File: src/rtl/jpeg_tpose_pp.sv
// jpeg_tpose_pp: row-in / vector-out block buffer for 2-D transforms.
//
// Rows of N W-bit elements are written into an N x N bank. Once a bank holds
// N rows, it is read out as N vectors. A block is either transposed (column
// per vector) or passed straight through (row per vector). The choice is
// latched per bank from mode_i on the block's first row. With DBUF=1, two
// banks ping-pong, so writing one block and reading another can overlap at
// full rate.
//
// Ports
//   clk_i       sole clock, rising edge
//   rst_i       asynchronous active-low reset
//   wr_i        write one row (accepted when wr_ready_o=1)
//   in_i        row data, element k at [k*W +: W]
//   mode_i      1 = transpose, 0 = pass-through; sampled on row 0
//   wr_ready_o  current write bank is not full
//   rd_i        consume one output vector (accepted when rd_valid_o=1)
//   ut_o        output vector, element r at [r*W +: W]
//   rd_valid_o  current read bank is full
//   flush_i     synchronous clear of pointers, full flags and ovf_o
//   ovf_o       sticky: a write was attempted while wr_ready_o=0
module jpeg_tpose_pp #(
  parameter int unsigned N    = 8,
  parameter int unsigned W    = 12,
  parameter int unsigned DBUF = 1
) (
  input  logic           clk_i,
  input  logic           rst_i,
  input  logic           wr_i,
  input  logic [N*W-1:0] in_i,
  input  logic           mode_i,
  output logic           wr_ready_o,
  input  logic           rd_i,
  output logic [N*W-1:0] ut_o,
  output logic           rd_valid_o,
  input  logic           flush_i,
  output logic           ovf_o
);

  localparam int unsigned NB   = (DBUF != 0) ? 2 : 1;
  localparam int unsigned CW   = (N > 1) ? $clog2(N) : 1;
  localparam logic [CW-1:0] Last = CW'(N - 1);

  logic [W-1:0]  mem_q [NB][N][N];
  logic [NB-1:0] full_q, full_d;
  logic [NB-1:0] mode_q, mode_d;
  logic          wbank_q, wbank_d;
  logic          rbank_q, rbank_d;
  logic [CW-1:0] wcnt_q, wcnt_d;
  logic [CW-1:0] rcnt_q, rcnt_d;
  logic          ovf_q, ovf_d;
  logic          wr_acc, rd_acc;

  assign wr_ready_o = ~full_q[wbank_q];
  assign rd_valid_o = full_q[rbank_q];
  assign ovf_o      = ovf_q;

  // Flush wins over any simultaneous transfer.
  assign wr_acc = wr_i & wr_ready_o & ~flush_i;
  assign rd_acc = rd_i & rd_valid_o & ~flush_i;

  always_comb begin
    full_d  = full_q;
    mode_d  = mode_q;
    wbank_d = wbank_q;
    rbank_d = rbank_q;
    wcnt_d  = wcnt_q;
    rcnt_d  = rcnt_q;
    ovf_d   = ovf_q;

    if (flush_i) begin
      full_d  = '0;
      wbank_d = 1'b0;
      rbank_d = 1'b0;
      wcnt_d  = '0;
      rcnt_d  = '0;
      ovf_d   = 1'b0;
    end else begin
      if (wr_i && !wr_ready_o) begin
        ovf_d = 1'b1;
      end

      // A completing read and a completing write never target the same bank:
      // the write needs its bank empty, the read needs its bank full.
      if (rd_acc) begin
        if (rcnt_q == Last) begin
          full_d[rbank_q] = 1'b0;
          rcnt_d          = '0;
          rbank_d         = (NB == 2) ? ~rbank_q : 1'b0;
        end else begin
          rcnt_d = rcnt_q + 1'b1;
        end
      end

      if (wr_acc) begin
        if (wcnt_q == '0) begin
          mode_d[wbank_q] = mode_i;
        end
        if (wcnt_q == Last) begin
          full_d[wbank_q] = 1'b1;
          wcnt_d          = '0;
          wbank_d         = (NB == 2) ? ~wbank_q : 1'b0;
        end else begin
          wcnt_d = wcnt_q + 1'b1;
        end
      end
    end
  end

  always_ff @(posedge clk_i or negedge rst_i) begin
    if (!rst_i) begin
      full_q  <= '0;
      mode_q  <= '0;
      wbank_q <= 1'b0;
      rbank_q <= 1'b0;
      wcnt_q  <= '0;
      rcnt_q  <= '0;
      ovf_q   <= 1'b0;
    end else begin
      full_q  <= full_d;
      mode_q  <= mode_d;
      wbank_q <= wbank_d;
      rbank_q <= rbank_d;
      wcnt_q  <= wcnt_d;
      rcnt_q  <= rcnt_d;
      ovf_q   <= ovf_d;
    end
  end

  // Storage array carries no reset; validity is tracked by full_q alone.
  always_ff @(posedge clk_i) begin
    if (wr_acc) begin
      for (int k = 0; k < N; k++) begin
        mem_q[wbank_q][wcnt_q][CW'(k)] <= in_i[k*W +: W];
      end
    end
  end

  // Transpose reads column rcnt; pass-through reads row rcnt.
  always_comb begin
    ut_o = '0;
    for (int r = 0; r < N; r++) begin
      if (mode_q[rbank_q]) begin
        ut_o[r*W +: W] = mem_q[rbank_q][CW'(r)][rcnt_q];
      end else begin
        ut_o[r*W +: W] = mem_q[rbank_q][rcnt_q][CW'(r)];
      end
    end
  end

endmodule
File: config.mk
export PLATFORM = sky130hd
export DESIGN_NAME = jpeg_tpose_pp
export DESIGN_NICKNAME = d
export VERILOG_FILES = /design/src/rtl/jpeg_tpose_pp.sv
export SDC_FILE = /design/constraint.sdc
export NUM_CORES = 1
export LEC_CHECK = 0
export CORE_ASPECT_RATIO = 0.8
export CORE_MARGIN = 4
export CORE_UTILIZATION = 39
export DETAILED_ROUTE_END_ITERATION = 16
export PLACE_DENSITY = 0.6
export SLEW_MARGIN = 15
export SYNTH_ARGS = -nofsm -noshare
export SYNTH_HDL_FRONTEND = slang
export SYNTH_SLANG_ARGS = --single-unit
export TNS_END_PERCENT = 50
File: constraint.sdc
create_clock -name clk_i -period 6.61 [get_ports clk_i]
set_clock_uncertainty 0.2 [all_clocks]
set_input_delay 1.983 -clock clk_i [delete_from_list [all_inputs] [get_ports clk_i]]
set_output_delay 1.983 -clock clk_i [all_outputs]
set_load 0.02 [all_outputs]
==> results.toml <==
[worst_setup_path]
startpoint = "rcnt_q[1]"
crit_path_max_incr_delay_ns = 0.82
startpoint_type = "register"
path_delay_family = "buffers and inverters"
crit_buf_inv = 4
reg2reg_from = "wbank_q"
cp_max_fo = 21
cp.required_ns = 4.43
worstPathArrival_ns = 3.99
critPathKind = "register to primary output"
crit_chain = "buf_4 -> inv_1 -> nor2_1 -> buf_4 -> a22oi_1 -> nand3_1 -> clkdlybuf4s50_1"
r2r_setup_slack_ns = 2.31
crit_path_end_kind = "primary output"
rr_worst_depth = 6
crit_slowest_cell = "dfrtp_2"
worstReg2RegEnd = "mem_q[0][544]"
cp_common_cell = "buf_4"

[floorplanning]
initial_utilization_pct = 39.5
die_x_um = 345
die_h_um = 278
rows = 98
core-area_um2 = 89800
io_pins = 201
die_area_um2 = 95700

[sta]
setup_viol = 0
rsz0062_at_grt = "no"
finalCritPeriodShare_pct = 93.4
tightest_slew_ns = 1.18
timing.slew.headroom_pct = 21.1
max_freq_ghz = 0.162
final_max_slew_viol_count = 0
period_needed_ns = 6.18
setup-tns-final_ns = 0
final-hold-violation-count = 0

[yosys]
async_reset_ff_share_pct = 1.66
synthCells = 2383
synthTopCellsByArea = "edfxtp_1 65%, mux2i_1 9.3%, mux2_2 5.1%"
syn_area_per_cell_um2 = 14.9
ys_seq_area_share_pct = 66.0
synth_seq_cells = 781
yosysUniqueCellTypes = 55
synth.largest_area_cell = "edfxtp_1"
synth_edf_count = 768
yosysWarnings = 0
synth_top_area_share_pct = 65.1
synth_area_um2 = 35400
synth-main-ff-cell = "edfxtp_1"

[final_layout]
syn2layout_area_growth_pct = 14.2
ff_latch_area_um2 = 23400
multiInputGateArea_um2 = 11200
drive_gt1_share_pct = 15.5
fin_util_pct = 45.1
final_nets = 2570
fill_cells = 7855

[routing]
ant_nets = 0
wl_per_cell_um = 27.1
first_pass_iters = 8
vias_per_cell = 5.80
drc = 0
drtIter0Drc = 2262
vias = 21700
drt_wl_total_mm = 101

[placed_design]
hpwl_mm = 58.5
place.gp.congestion = 0.817
port_buffers = 104

[pwr]
power_density_nw_per_um2 = 268
ir_worst_vdd_mv = 0.186
fin_total_pwr_mw = 10.8
switching_share_pct = 23.1
combPwrFrac_pct = 8.5
power.internal_mw = 8.34
power_frac_seq_pct = 50.7
p_sw_mw = 2.50
leakage_nw = 13.0
clockPowerShare_pct = 40.8

[cts]
clock_sinks = 781
hold_buffers = 0
cts_setup_buffers = 0
worstSkewPairLatency_ns = 0.64
cts_tree = "built"
root_buffer = "clkbuf_16"
clkTransAtPathRegs_ns = 0.06
htreeDepth = 3
cts_buffers = 79
post_cts_resized = 0
clock_path_buffers = 3

[status]
status = "finished clean"

[global_routing]
grt_pass1_vias = 21800
grt_first_pass_wirelength_mm = 146
grt_use_total_pct = 20.8
grt_max_degree = 146
grt_antenna_before_repair = 10
overflow = 0

[worst_hold_path]
whs_path_depth = 2
hold_path.startpoint = "ovf_o"
hp-class = "register to register"
hold_path_end = "ovf_o"

[run]
cap_viol_max_count = 0
stage by stage:
step | cells | cell area, um2 | hold WS [ns] | setup slack [ns]
global placement | 3582 | 37900 | 0.298 | 1.06
finish | 3733 | 40400 | 0.296 | 0.434
global route | 3731 | 40400 | 0.320 | 0.383
detailed placement | 3582 | 37900 | 0.292 | 1.01
CTS | 3728 | 40400 | 0.308 | 0.509
floorplan | 2430 | 35600 | 0.296 | -1.22
synthesized netlist by cell type, types with 2 or more instances:
master     count
buf_1         14
buf_4         65
dfrtp_1       13
a2111oi_0      3
o32ai_1        2
o2111ai_1      4
nor3_1         8
edfxtp_1     768
o21ai_0       43
nor2_1        53
mux2_2       159
a32oi_1        3
a211o_1        4
and3_1         7
a21o_1       144
a211oi_1      61
mux4_2         7
ha_1           5
buf_2         68
or3_1          2
nand4_1        9
nand2b_1       4
a21oi_1       74
nor4_1         2
nor2b_1       89
and2_1         6
nand2_1       63
buf_6          4
a22oi_1      128
a221oi_1      20
mux2i_1      329
o211ai_1      15
clkbuf_1      72
inv_1          6
a21boi_0       7
nand3_1       93
a31oi_1       11
worst min-delay path, cell delays in order, from the launching register on:
cell	delay, ns
dfrtp_1	0.35
a21oi_1	0.04
nor2_1	0.07
cell type report:
class | count | area share, %
well taps | 1200 | 3.71
inverters | 6 | 0.0557
flip-flops and latches | 781 | 57.9
clock inverters | 46 | 0.962
multi-input cells | 1420 | 27.6
diodes | 5 | 0.0309
repair buffers | 175 | 4.52
clock buffers | 100 | 5.29
cells by family after synthesis:
kind of cell | Yosys count | share of synthesized area [%]
flip-flops | 781 | 66.0
adder cells (fa/ha/maj) | 5 | 0.177
multiplexers | 496 | 14.9
XOR/XNOR | 1 | 0.0247
AO/OA/AOI/OAI | 526 | 10.4
AND/OR/NAND/NOR | 344 | 5.04
buffers and inverters | 229 | 3.44
other | 1 | 0.0106
placed cells by master (no fill, tap or decap), types with 11 or more instances in the layout:
cell	instances
a22oi_1	128
clkinv_2	16
o21ai_0	43
a21oi_1	74
clkdlybuf4s50_1	102
nor2_1	40
mux2_2	159
conb_1	48
a221oi_1	20
a31oi_1	11
mux2i_1	329
a21o_1	144
o211ai_1	15
nor2_4	11
clkbuf_1	16
nand2_1	62
nand3_1	92
nor2b_1	87
clkbuf_16	82
a211oi_1	61
buf_4	50
clkinv_1	17
buf_12	21
edfxtp_1	768
power groups by stage:
stage	logic [mW]	registers [mW]	clock network, mW
after detailed placement	0.916	5.60	0
after floorplan	0.477	5.60	0
after global placement	0.903	5.60	0
after global routing	0.975	5.50	4.72
final	0.922	5.50	4.43
after CTS	0.921	5.50	4.50
metal layers:
layer | global-route usage [%] | vias to the layer above | wire length, um
met1 | 28.4 | 11000 | 42600
met4 | 6.70 | 0 | 3210
li1 | - | 9469 | -
met5 | 0 | - | 0
met3 | 3.59 | 186 | 7440
met2 | 33.6 | 960 | 48000
flip-flops by register name (all words and copies together), names as in the netlist:
register / flops
mem_q: 768
rcnt_q: 3
wcnt_q: 3
full_q: 2
mode_q: 2
ovf_o: 1
rbank_q: 1
wbank_q: 1
worst max-delay path by stage:
stage	end	slack, ns	cells after the start
2_1_floorplan	mem_q[0][432]	-1.22	3
3_3_place_gp	mem_q[0][532]	1.06	5
3_5_place_dp	mem_q[0][544]	1.01	5
4_1_cts	ut_o[46]	0.51	7
5_1_grt	ut_o[26]	0.38	7
6_report	ut_o[26]	0.43	7
(Power assumes the default switching activity.)
